[config.mk]
export PLATFORM = sky130hd
export DESIGN_NAME = uart_receiver_flat
export DESIGN_NICKNAME = d
export VERILOG_FILES = /design/src/rtl/uart_receiver_if.sv /design/src/rtl/uart_receiver.sv /design/src/flat_wrapper.sv
export SDC_FILE = /design/constraint.sdc
export NUM_CORES = 1
export LEC_CHECK = 0
export BUFFER_PORTS_ARGS = -buffer_cell sky130_fd_sc_hd__buf_2
export CAP_MARGIN = 15
export CELL_PAD_IN_SITES_DETAIL_PLACEMENT = 0
export CELL_PAD_IN_SITES_GLOBAL_PLACEMENT = 1
export CORE_AREA = 3 3 49 95
export CTS_CLUSTER_DIAMETER = 150
export DETAILED_ROUTE_END_ITERATION = 12
export DIE_AREA = 0 0 52 98
export PLACE_DENSITY = 0.79
export SYNTH_ARGS = -nofsm -noshare
export SYNTH_HDL_FRONTEND = slang
export SYNTH_SLANG_ARGS = --single-unit
[constraint.sdc]
create_clock -name clk -period 4.2 [get_ports clk]
set_clock_uncertainty 0.1 [all_clocks]
set_input_delay 0.84 -clock clk [delete_from_list [all_inputs] [get_ports clk]]
set_output_delay 0.84 -clock clk [all_outputs]
set_load 0.01 [all_outputs]
[src/rtl/uart_receiver_if.sv]
// FIFO-side bundle of the UART receive stage.
// Carries rx_full in and rx_write/rx_data/rx_overrun out.
interface uart_receiver_if;
  logic       rx_full;
  logic       rx_write;
  logic [9:0] rx_data;
  logic       rx_overrun;

  modport master (
    input  rx_full,
    output rx_write,
    output rx_data,
    output rx_overrun
  );

  modport slave (
    output rx_full,
    input  rx_write,
    input  rx_data,
    input  rx_overrun
  );
endinterface

[src/rtl/uart_receiver.sv]
// UART serial receive stage: 16x oversampled rx line to rx FIFO.
// Ports: clk, reset, rx_clk_enable, rx_in, parityMode, wordSize, rx_busy, fifo.
module uart_receiver #(
  parameter int OVERSAMPLE  = 16,
  parameter int SYNC_STAGES = 2
) (
  input  logic       clk,
  input  logic       reset,
  input  logic       rx_clk_enable,
  input  logic       rx_in,
  input  logic [1:0] parityMode,
  input  logic       wordSize,
  output logic       rx_busy,
  uart_receiver_if.master fifo
);

  localparam int CW = $clog2(OVERSAMPLE);
  localparam logic [CW-1:0] MID  = CW'(OVERSAMPLE / 2 - 1);
  localparam logic [CW-1:0] LAST = CW'(OVERSAMPLE - 1);

  typedef enum logic [2:0] {
    IDLE,
    START,
    DATA,
    PARITY,
    STOP,
    BRK
  } state_t;

  state_t state;

  logic [SYNC_STAGES-1:0] sync_q;
  logic                   rxs;
  logic [CW-1:0]          cnt;
  logic [2:0]             bidx;
  logic [2:0]             last_idx;
  logic [7:0]             data_q;
  logic                   perr_q;
  logic [1:0]             pm_q;
  logic                   ws_q;
  logic                   par_exp;

  always_ff @(posedge clk) begin
    if (reset) begin
      sync_q <= '1;
    end else begin
      sync_q <= {sync_q[SYNC_STAGES-2:0], rx_in};
    end
  end

  assign rxs = sync_q[SYNC_STAGES-1];

  assign last_idx = ws_q ? 3'd7 : 3'd6;

  always_comb begin
    par_exp = 1'b1;
    unique case (pm_q)
      2'b01:   par_exp = ^data_q;
      2'b10:   par_exp = ~^data_q;
      default: par_exp = 1'b1;
    endcase
  end

  always_ff @(posedge clk) begin
    if (reset) begin
      state           <= IDLE;
      cnt             <= '0;
      bidx            <= '0;
      data_q          <= '0;
      perr_q          <= 1'b0;
      pm_q            <= 2'b00;
      ws_q            <= 1'b0;
      fifo.rx_write   <= 1'b0;
      fifo.rx_overrun <= 1'b0;
      fifo.rx_data    <= '0;
    end else begin
      fifo.rx_write   <= 1'b0;
      fifo.rx_overrun <= 1'b0;
      if (rx_clk_enable) begin
        unique case (state)
          IDLE: begin
            if (!rxs) begin
              state <= START;
              cnt   <= '0;
            end
          end
          START: begin
            if (cnt == MID) begin
              if (rxs) begin
                state <= IDLE;
              end else begin
                // Frame format is frozen here for the whole frame.
                state  <= DATA;
                pm_q   <= parityMode;
                ws_q   <= wordSize;
                data_q <= '0;
                perr_q <= 1'b0;
                bidx   <= '0;
              end
              cnt <= '0;
            end else begin
              cnt <= cnt + 1'b1;
            end
          end
          DATA: begin
            if (cnt == LAST) begin
              cnt          <= '0;
              data_q[bidx] <= rxs;
              bidx         <= bidx + 1'b1;
              if (bidx == last_idx) begin
                state <= (pm_q != 2'b00) ? PARITY : STOP;
              end
            end else begin
              cnt <= cnt + 1'b1;
            end
          end
          PARITY: begin
            if (cnt == LAST) begin
              cnt    <= '0;
              perr_q <= (rxs != par_exp);
              state  <= STOP;
            end else begin
              cnt <= cnt + 1'b1;
            end
          end
          STOP: begin
            if (cnt == LAST) begin
              cnt   <= '0;
              state <= rxs ? IDLE : BRK;
              // rx_full is judged in the stop-sample cycle.
              if (fifo.rx_full) begin
                fifo.rx_overrun <= 1'b1;
              end else begin
                fifo.rx_write <= 1'b1;
                fifo.rx_data  <= {~rxs, perr_q, data_q};
              end
            end else begin
              cnt <= cnt + 1'b1;
            end
          end
          BRK: begin
            if (rxs) begin
              state <= IDLE;
            end
          end
          default: state <= IDLE;
        endcase
      end
    end
  end

  assign rx_busy = (state != IDLE);

endmodule

[src/flat_wrapper.sv]
// flat-port wrapper written by rule: the top's interface ports become plain ports
module uart_receiver_flat 
#(
  parameter int OVERSAMPLE  = 16,
  parameter int SYNC_STAGES = 2
)
  (clk, reset, rx_clk_enable, rx_in, parityMode, wordSize, rx_busy, fifo_rx_full, fifo_rx_write, fifo_rx_data, fifo_rx_overrun);
  uart_receiver_if fifo_i ();
  input  logic clk;
  input  logic reset;
  input  logic rx_clk_enable;
  input  logic rx_in;
  input  logic [1:0] parityMode;
  input  logic wordSize;
  output logic rx_busy;
  input wire logic [$bits(fifo_i.rx_full)-1:0] fifo_rx_full;
  output wire logic [$bits(fifo_i.rx_write)-1:0] fifo_rx_write;
  output wire logic [$bits(fifo_i.rx_data)-1:0] fifo_rx_data;
  output wire logic [$bits(fifo_i.rx_overrun)-1:0] fifo_rx_overrun;
  assign fifo_i.rx_full = fifo_rx_full;
  assign fifo_rx_write = fifo_i.rx_write;
  assign fifo_rx_data = fifo_i.rx_data;
  assign fifo_rx_overrun = fifo_i.rx_overrun;
  uart_receiver #(.OVERSAMPLE(OVERSAMPLE), .SYNC_STAGES(SYNC_STAGES)) u_core (.clk(clk), .reset(reset), .rx_clk_enable(rx_clk_enable), .rx_in(rx_in), .parityMode(parityMode), .wordSize(wordSize), .rx_busy(rx_busy), .fifo(fifo_i));
endmodule
==> impl_metrics.tcl <==
set metrics [dict create \
    numClockSinks 36 \
    cts_tree "done" \
    whs_ps 310 \
    root_buffer "clkbuf_8" \
    dieWidth_um 52 \
    hold_viol 0 \
    p_leak_nw 0.753 \
    layout_setup_ws_ps 1830 \
    clock_latency_ps 290 \
    ys_types 45 \
    cts_buffer_depth 2 \
    tightest_slew_ps 814 \
    grt_pass1_vias 1504 \
    antenna_found_initial 0 \
    setup_tns_ps 0 \
    die_height_um 98 \
    cp_slowest_cell "dfxtp_1" \
    crit_path_max_incr_delay_ps 650 \
    crit_chain "nand4bb_1, o2111ai_4, or2_0, nor3b_1, mux2_2, nor2_1" \
    avgSynthCellArea_um2 8.66 \
    post-route-util 0.518 \
    gp_congestion 0.765 \
    ys_seq_area_frac 0.389 \
    status "complete, no violations" \
    multiInputGateArea_um2 1040 \
    maxSlewHeadroom 0.449 \
    yosys.area.top_type_share 0.389 \
    via_per_inst 5.59 \
    end_kind "flop" \
    fmax_ghz 0.423 \
    wl_per_cell_um 14.1 \
    synth.area.top_cells "dfxtp_1 39%, mux2i_1 7.6%, nor2_1 5.9%" \
    drcViolationCount 0 \
    io_pins 21 \
    cp.required_ps 4310 \
    synthesis.nets 227 \
    clkPwrFrac 0.413 \
    p_int_mw 0.497 \
    antenna_left 0 \
    fill_cells 390 \
    drtIter0Drc 23 \
    dpl_cell_area_um2 1950 \
    syn_inst 214 \
    rows 32 \
    critPathMaxFanout 18 \
    dp_hpwl_um 2840 \
    htreeDepth 2 \
    fin_area_um2 2050 \
    die_area_um2 5100 \
    start_util 0.468 \
    power_density_nw_per_um2 306 \
    dr.pass1.iters 4 \
    place_ws_ps 1510 \
    coreArea_um2 3960 \
    start_kind "flop" \
    wirelength_um 3930 \
    area.growth.synth_to_final_pct 10.8 \
    peakVddDrop_uv 253 \
    setup_viol 0 \
    ys_warn_count 0 \
    grt_pass1_wl_um 6770 \
    rsz0062_at_grt "no" \
    switching_power_mw 0.133 \
    port_buffers 20 \
    post-route-min-period_ps 2370 \
    cts_buffers 5 \
    synth_seq_cells 36 \
    cts_hold_buf 0 \
    final_nets 240 \
    vias 1555 \
    maxCapViolCount 0 \
    hp-class "reg -> reg" \
    grt_usage 0.174 \
    post_route_cells_drive_above_1_share 0.163 \
    yosysTopAreaCell "dfxtp_1" \
    postCtsSetupRepairBufs 0 \
    arrival_ps 2480 \
    final-seq-area_um2 721 \
    period_share 0.563 \
    cts.clk_slew.worst_paths_ps 80 \
    n_antenna_cell 0 \
    grt_max_degree 37 \
    slew_viol_final 0 \
    netlist_area_um2 1850 \
    power_frac_seq 0.551 \
    combPwrFrac 0.036 \
    cts-resized-gates 0 \
    grt_overflow 0 \
    swShare 0.211 \
    path_class "reg -> reg" \
]
## per-stage QoR
step                      power, mW  instances
after detailed placement      0.377        270
final                         0.629        278
after global routing          0.652        278
after floorplan               0.370        214
after CTS                     0.639        277
after global placement        0.376        270
## registers in the layout, indices dropped and copies added, names as in the netlist
| register | cells |
|---|---|
| u_core.bidx | 3 |
| u_core.cnt | 4 |
| u_core.data_q | 8 |
| u_core.fifo.rx_data | 10 |
| u_core.fifo.rx_overrun | 1 |
| u_core.fifo.rx_write | 1 |
| u_core.perr_q | 1 |
| u_core.pm_q | 2 |
| u_core.state | 3 |
| u_core.sync_q | 2 |
| u_core.ws_q | 1 |
## final cells by class
cell class / count / share of cell area
inverters: 7 / 0.0128
repair buffers: 21 / 0.0542
flip-flops and latches: 36 / 0.351
clock buffers: 7 / 0.0469
well taps: 51 / 0.0311
multi-input cells: 156 / 0.504
## kinds of logic after synthesis
logic type                 share of synthesized area
xor gates and xnor gates                      0.0425
muxes                                         0.0999
AOI/OAI and AO/OA                              0.129
and+or+nand+nor                                0.254
adders and majority gates                     0.0337
buffers and inverters                         0.0526
DFF                                            0.389
## path summary, 6_finish.rpt
| check | startpoint | endpoint | slack [ps] | cells past startpoint |
|---|---|---|---|---|
| worst max register to register | u_core.state[1] | u_core.data_q[5] | 1830 | 6 |
| worst min-delay path | u_core.sync_q[0] | u_core.sync_q[1] | 310 | 1 |
| worst min register to register | u_core.sync_q[0] | u_core.sync_q[1] | 310 | 1 |
| worst max-delay path | u_core.state[1] | u_core.data_q[5] | 1830 | 6 |
## layout by cell type (no fill, tap or decap), types with 5 or more instances in the layout
cell type / instances
dfxtp_1: 36
nor2_1: 29
buf_2: 20
nand2_1: 15
a21oi_1: 15
mux2i_1: 14
o21ai_0: 8
inv_1: 7
xnor2_1: 7
clkbuf_8: 7
nor3_1: 5
ha_1: 5
## per-layer routing
metal | GRT usage | wire length (um) | vias up
met5 | 0 | 0 | -
met4 | 0.107 | 84 | 0
met3 | 0.0321 | 69 | 9
met2 | 0.298 | 2230 | 18
met1 | 0.188 | 1550 | 755
li1 | - | - | 773
## power by group through the flow
stage	logic (mW)	clock network (mW)	registers (mW)
2_1_floorplan	0.0187	0	0.351
3_3_place_gp	0.0219	0	0.354
3_5_place_dp	0.0228	0	0.354
4_1_cts	0.0229	0.269	0.347
5_1_grt	0.0257	0.280	0.347
6_report	0.0228	0.260	0.347
## synthesized netlist by cell type (all sizes together)
library cell and number:
or3 4, o211ai 1, nand2 15, inv 7, nor2 29, nand3 4, nand4 2, and3 1
nand3b 2, o311ai 4, o2111ai 2, o31ai 1, a21oi 15, nor4 1, ha 5, nand4bb 1
nand2b 1, xor2 2, o21ai 9, dfxtp 36, a31oi 1, nor3 5, mux2 4, nand4b 4
a2111o 1, or4 3, mux2i 14, nor3b 5, or2 3, and3b 2, nor2b 4, clkbuf 9
a311oi 1, and2 1, xnor2 7, buf 6, a211oi 1, or4b 1
## critical path, delay by kind of cell, from the launching register on
kind               cells  cell delay (ps)
DFF                    1              650
AOI/OAI and AO/OA      1              230
and+or+nand+nor        4              960
muxes                  1              350
Note: power is estimated with default switching activity, not from simulation.
